<file path="config.mk">
export PLATFORM = sky130hd
export DESIGN_NAME = vram_slot_arbiter
export DESIGN_NICKNAME = d
export VERILOG_FILES = /design/src/rtl/vram_slot_arbiter.sv
export SDC_FILE = /design/constraint.sdc
export NUM_CORES = 1
export LEC_CHECK = 0
export CAP_MARGIN = 5
export CORE_MARGIN = 10
export CORE_UTILIZATION = 43
export CTS_BUF_LIST = sky130_fd_sc_hd__clkbuf_8
export DETAILED_ROUTE_END_ITERATION = 12
export PLACE_DENSITY = 0.86
export SLEW_MARGIN = 20
export SYNTH_ARGS = -nofsm -noshare
export SYNTH_HDL_FRONTEND = slang
export SYNTH_SLANG_ARGS = --single-unit
</file>
<file path="constraint.sdc">
create_clock -name clk_50 -period 3.08 [get_ports clk_50]
set_input_delay 0.308 -clock clk_50 [delete_from_list [all_inputs] [get_ports clk_50]]
set_output_delay 0.308 -clock clk_50 [all_outputs]
set_load 0.1 [all_outputs]
</file>
<file path="src/rtl/vram_slot_arbiter.sv">
// Time-slices the single-port VRAM between scanout (fixed slot each visible pixel) and the CPU port.
// Optional macro VRAM_ARB_WBUF_EN adds a one-entry posted write buffer on the CPU side.
module vram_slot_arbiter #(
    parameter int ADDR_W = 14,
    parameter int DATA_W = 8
) (
    input  logic              clk_50,
    input  logic              rst,
    input  logic              vga_clk,
    input  logic              in_display_area,
    input  logic [ADDR_W-1:0] disp_addr,
    output logic [DATA_W-1:0] disp_data,
    output logic              disp_valid,
    input  logic              cpu_req,
    input  logic              cpu_we,
    input  logic [ADDR_W-1:0] cpu_addr,
    input  logic [DATA_W-1:0] cpu_wdata,
    output logic              cpu_ack,
    output logic [DATA_W-1:0] cpu_rdata,
    output logic              cpu_rvalid,
    output logic [ADDR_W-1:0] vram_addr,
    output logic              vram_we,
    output logic [DATA_W-1:0] vram_wdata,
    input  logic [DATA_W-1:0] vram_rdata
);

    typedef enum logic {IDLE, RD_WAIT} cpu_state_t;

    cpu_state_t state;
    cpu_state_t state_next;

    logic display_slot;
    logic cpu_slot;
    logic issue_rd;
    logic ack_now;
    logic [ADDR_W-1:0] addr_next;
    logic              we_next;
    logic [DATA_W-1:0] wdata_next;

    // Read-return tags, aligned with the RAM's one-cycle latency plus the output register.
    logic disp_rd_1, disp_rd_2;
    logic cpu_rd_1, cpu_rd_2;

    assign display_slot = !vga_clk && in_display_area;
    assign cpu_slot     = !display_slot;

`ifdef VRAM_ARB_WBUF_EN
    logic              wbuf_valid;
    logic [ADDR_W-1:0] wbuf_addr;
    logic [DATA_W-1:0] wbuf_data;
    logic              accept_wr;
    logic              drain;

    always_comb begin
        accept_wr  = (state == IDLE) && !wbuf_valid && cpu_req && cpu_we;
        drain      = wbuf_valid && cpu_slot;
        // Reads wait for the buffer to drain so read-after-write sees the new data.
        issue_rd   = (state == IDLE) && !wbuf_valid && cpu_req && !cpu_we && cpu_slot;
        ack_now    = accept_wr || issue_rd;
        addr_next  = vram_addr;
        we_next    = 1'b0;
        wdata_next = vram_wdata;
        if (display_slot) begin
            addr_next = disp_addr;
        end else if (drain) begin
            addr_next  = wbuf_addr;
            we_next    = 1'b1;
            wdata_next = wbuf_data;
        end else if (issue_rd) begin
            addr_next = cpu_addr;
        end
    end

    always_ff @(posedge clk_50) begin
        if (rst) begin
            wbuf_valid <= 1'b0;
            wbuf_addr  <= '0;
            wbuf_data  <= '0;
        end else if (accept_wr) begin
            wbuf_valid <= 1'b1;
            wbuf_addr  <= cpu_addr;
            wbuf_data  <= cpu_wdata;
        end else if (drain) begin
            wbuf_valid <= 1'b0;
        end
    end
`else
    logic issue_cpu;

    always_comb begin
        issue_cpu  = (state == IDLE) && cpu_req && cpu_slot;
        issue_rd   = issue_cpu && !cpu_we;
        ack_now    = issue_cpu;
        addr_next  = vram_addr;
        we_next    = 1'b0;
        wdata_next = vram_wdata;
        if (display_slot) begin
            addr_next = disp_addr;
        end else if (issue_cpu) begin
            addr_next  = cpu_addr;
            we_next    = cpu_we;
            wdata_next = cpu_wdata;
        end
    end
`endif

    always_comb begin
        state_next = state;
        case (state)
            IDLE:    if (issue_rd) state_next = RD_WAIT;
            RD_WAIT: if (cpu_rd_2) state_next = IDLE;
            default: state_next = IDLE;
        endcase
    end

    always_ff @(posedge clk_50) begin
        if (rst) begin
            state      <= IDLE;
            vram_addr  <= '0;
            vram_we    <= 1'b0;
            vram_wdata <= '0;
            cpu_ack    <= 1'b0;
            disp_rd_1  <= 1'b0;
            disp_rd_2  <= 1'b0;
            cpu_rd_1   <= 1'b0;
            cpu_rd_2   <= 1'b0;
            disp_data  <= '0;
            disp_valid <= 1'b0;
            cpu_rdata  <= '0;
            cpu_rvalid <= 1'b0;
        end else begin
            state      <= state_next;
            vram_addr  <= addr_next;
            vram_we    <= we_next;
            vram_wdata <= wdata_next;
            cpu_ack    <= ack_now;
            disp_rd_1  <= display_slot;
            disp_rd_2  <= disp_rd_1;
            cpu_rd_1   <= issue_rd;
            cpu_rd_2   <= cpu_rd_1;
            disp_valid <= disp_rd_2;
            cpu_rvalid <= cpu_rd_2;
            if (disp_rd_2) disp_data <= vram_rdata;
            if (cpu_rd_2) cpu_rdata <= vram_rdata;
        end
    end

endmodule

</file>
==> Yosys cells after proc, flatten, opt, wreduce, memory -nomap -nowiden <==
Index checks and enable logic that the tools add are counted.
Widths: inputs -> output; s select.
{ "totals": {"regBits": 47, "input_bits": 50} }
{ "op_classes": {"n_mux": 5, "bitwise": 3, "reduce_logical": 10} }
{ "op_table": {"columns": ["operator", "n"], "rows": [
  ["$mux 14", 2],
  ["$logic_and 1x1->1", 4],
  ["$logic_not 1->1", 3],
  ["$not 1->1", 3],
  ["$reduce_or 3->1", 1],
  ["$mux 1", 2],
  ["$pmux 1 s2", 1],
  ["$reduce_and 2->1", 1],
  ["$reduce_bool 2->1", 1]
]} }

==> Longest topological paths before layout <==
{ "logic_depth": {"word_depth": 7, "depth_mapped": 5} }

==> Worst setup path after synthesis <==
OpenSTA, ideal clock, no wires.
{ "synth_timing": {"kind": "register -> register", "startpoint": "register vram_wdata[0] (netlist name)", "endpoint": "register vram_wdata[0]", "setup_ns": 0.071, "t_arrival_ns": 1.276, "setup_slack_ns": 1.733, "stages_incl_launch_ff": 3, "n_path_buf": 0, "path_cell_list": "dfxtp_1 o21ai_0 a21oi_1"} }
{ "synth_lines": {"columns": ["item", "line_no", "rtl"], "rows": [
  ["end signal, assigned", "135", "vram_wdata <= wdata_next;"],
  ["end, declared", "23", "output logic [DATA_W-1:0] vram_wdata,"]
]} }

==> Worst setup path in the final report <==
{ "layout_timing": {"startpoint": "register cpu_rdata[5]", "endpoint": "output port cpu_rdata[5]"} }
{ "layout_lines": {"columns": ["item", "line_no", "rtl"], "rows": [
  ["start, declared", "19", "output logic [DATA_W-1:0] cpu_rdata,"],
  ["start signal, assigned", "144", "if (cpu_rd_2) cpu_rdata <= vram_rdata;"]
]} }
No word-level cell between the ends.

==> reports/metrics.yaml <==
status: "completed"
nFillCells: 349
ys_types: 20
portBuffers: 91
antennaDiodeCount: 0
worstMarginPinSlew_ps: 1000
power_leakage_nw: 1.01
core-area_sq_um: 3970
drtIter0Drc: 67
crit_fanout: 2
setup_viol: 0
clock_skew_ps: 4.96
synth_warnings: 0
pwr-share-clk_pct: 30.4
cp-start-kind: "flop"
drc: 0
maxSlewViolCount: 0
dieArea_sq_um: 7060
preCtsSetupSlack_ps: 1090
max_freq_mhz: 476
slew_headroom_pct: 33.1
die_w_um: 84.0
period_needed_ps: 2100
powerDensity_nw_per_um2: 545
finish.utilization_pct: 69.4
p_comb_share_pct: 26.1
cp-end-kind: "output port"
min_period_over_period_pct: 68.2
hold_buffers: 0
wl_per_cell_um: 15.9
cp_slowest_cell: "clkdlybuf4s50_1"
dp_hpwl_mm: 3.64
syn_area_sq_um: 1760
grt_max_degree: 32
worstPathCellList: "clkdlybuf4s50_1"
ant_nets: 0
cts_setup_buffers: 0
core.rowCount: 23
crit_start: "cpu_rdata[5]"
dr.pass1.iters: 4
h-tree-depth: 2
synth_area_per_cell_sq_um: 10.9
cap_violations: 0
worstHoldPathType: "reg2reg"
vias_per_cell: 5.04
track_usage_pct: 13.3
cts_made_buffers: 5
syn-instance-count: 161
drt-total-wl_mm: 4.73
antenna_found_initial: 0
vias: 1503
setup_tns_ps: 0
syn-num-nets: 211
worstHoldStart: "disp_rd_1"
cts_resized: 0
path_clk_slew_ps: 80
power_mw: 1.50
io_pins: 92
critPathTopFamily: "buffers and inverters"
globalplace.congestion: 0.713
grt_pass1_vias: 1570
rr_startpoint: "state"
grt_pass1_wl_mm: 7.88
grt-ovfl-total: 0
clockRootBuffer: "clkbuf_8"
synthToLayoutAreaGrowth_pct: 56.3
layout.nets: 297
most-common-layout-cells: "clkdlybuf4s50_1 (90), dfxtp_1 (47), mux2i_1 (30), nor2_1 (19), o2bb2ai_1 (14)"
cts_tree: "done"
required_ps: 2770
slowest_delay_ps: 1140
ys_seq_elements: 47
setup_slack_ps: 981
seq_power_share_pct: 43.5
path_class: "reg2out"
dieHeight_um: 84.0
crit_arrival_ps: 1790
final_common_cell: "clkdlybuf4s50_1"
finalNonFillerCells: 298
clock_latency_ps: 290
internal-power_mw: 1.03
initial_core_util_pct: 44.4
switching_power_mw: 0.472
cts_max_path_buffers: 2
dp_cells: 290
clkSinkCount: 47
cp_num_buf_inv: 1
drive_above_1_share_pct: 5.24
irDropWorstVdd_v: 0.000428
rsz0062_at_grt: "no"
ys_seq_area_share_pct: 53.4
swShare_pct: 31.5
final-hold-violation-count: 0
[area by class of cell]
class,instances,area [sq um],area share (%)
Tap cell,50,62.6,2.27
Clock inverter,2,35.0,1.27
Timing Repair Buffer,92,916,33.2
Multi-Input combinational cell,99,711,25.8
Inverter,2,7.51,0.272
Sequential cell,47,941,34.2
Clock buffer,6,82.6,3.00
[registers in the layout (all words and copies together) (netlist names), 8 cells and up]
register,cells
vram_addr,14
cpu_rdata,8
disp_data,8
vram_wdata,8
[power by group through the flow]
stage / Sequential (mW) / Clock (mW) / Combinational, mW
after floorplan: 0.856 / 0 / 0.0824
after global placement: 0.667 / 0 / 0.390
after detailed placement: 0.667 / 0 / 0.394
after CTS: 0.654 / 0.469 / 0.395
after global routing: 0.658 / 0.488 / 0.409
final: 0.653 / 0.457 / 0.391
[cell usage after synthesis (all sizes together)]
cell type	count	area (sq um)
inv	2	7.51
mux2i	30	300
o2bb2ai	14	123
nand2b	3	26.3
a32oi	1	8.76
buf	12	100
a21oi	8	40.0
clkbuf	1	3.75
nand3	8	40.0
nor2b	4	32.5
dfxtp	47	941
nor3	2	10.0
nor2	20	82.6
and2b	1	7.51
o21ai	8	40.0
[per-layer routing]
layer  share of wire, %  routed length [um]  vias up  global-route usage (%)
met5                  0                   0        -                       0
met4               0.61                  29        0                    3.20
met3                 11                 521        4                    7.91
met2                 47                2210       63                    21.4
met1                 42                1970      700                    14.5
li1                   -                   -      736                       -
[final timing paths]
kind                        end  slack (ps)  cells past startpoint
setup / recovery   cpu_rdata[5]         980                      1
hold / removal        disp_rd_2         450                      1
setup reg to reg  vram_addr[13]        1630                      3
hold reg to reg       disp_rd_2         450                      1
[stage by stage]
stage	instance area, sq um	hold WS (ps)
finish	2760	450
global route	2760	465
CTS	2760	452
detailed placement	2640	430
global placement	2640	418
floorplan	1760	387
[logic make-up after synthesis]
kind of cell / count (synthesis) / share of synthesized area (%)
buf+inv: 15 / 6.32
simple gates: 38 / 11.3
compound gates: 31 / 12.0
mux: 30 / 17.0
flops: 47 / 53.4
Power figures use the tool's default switching activity.
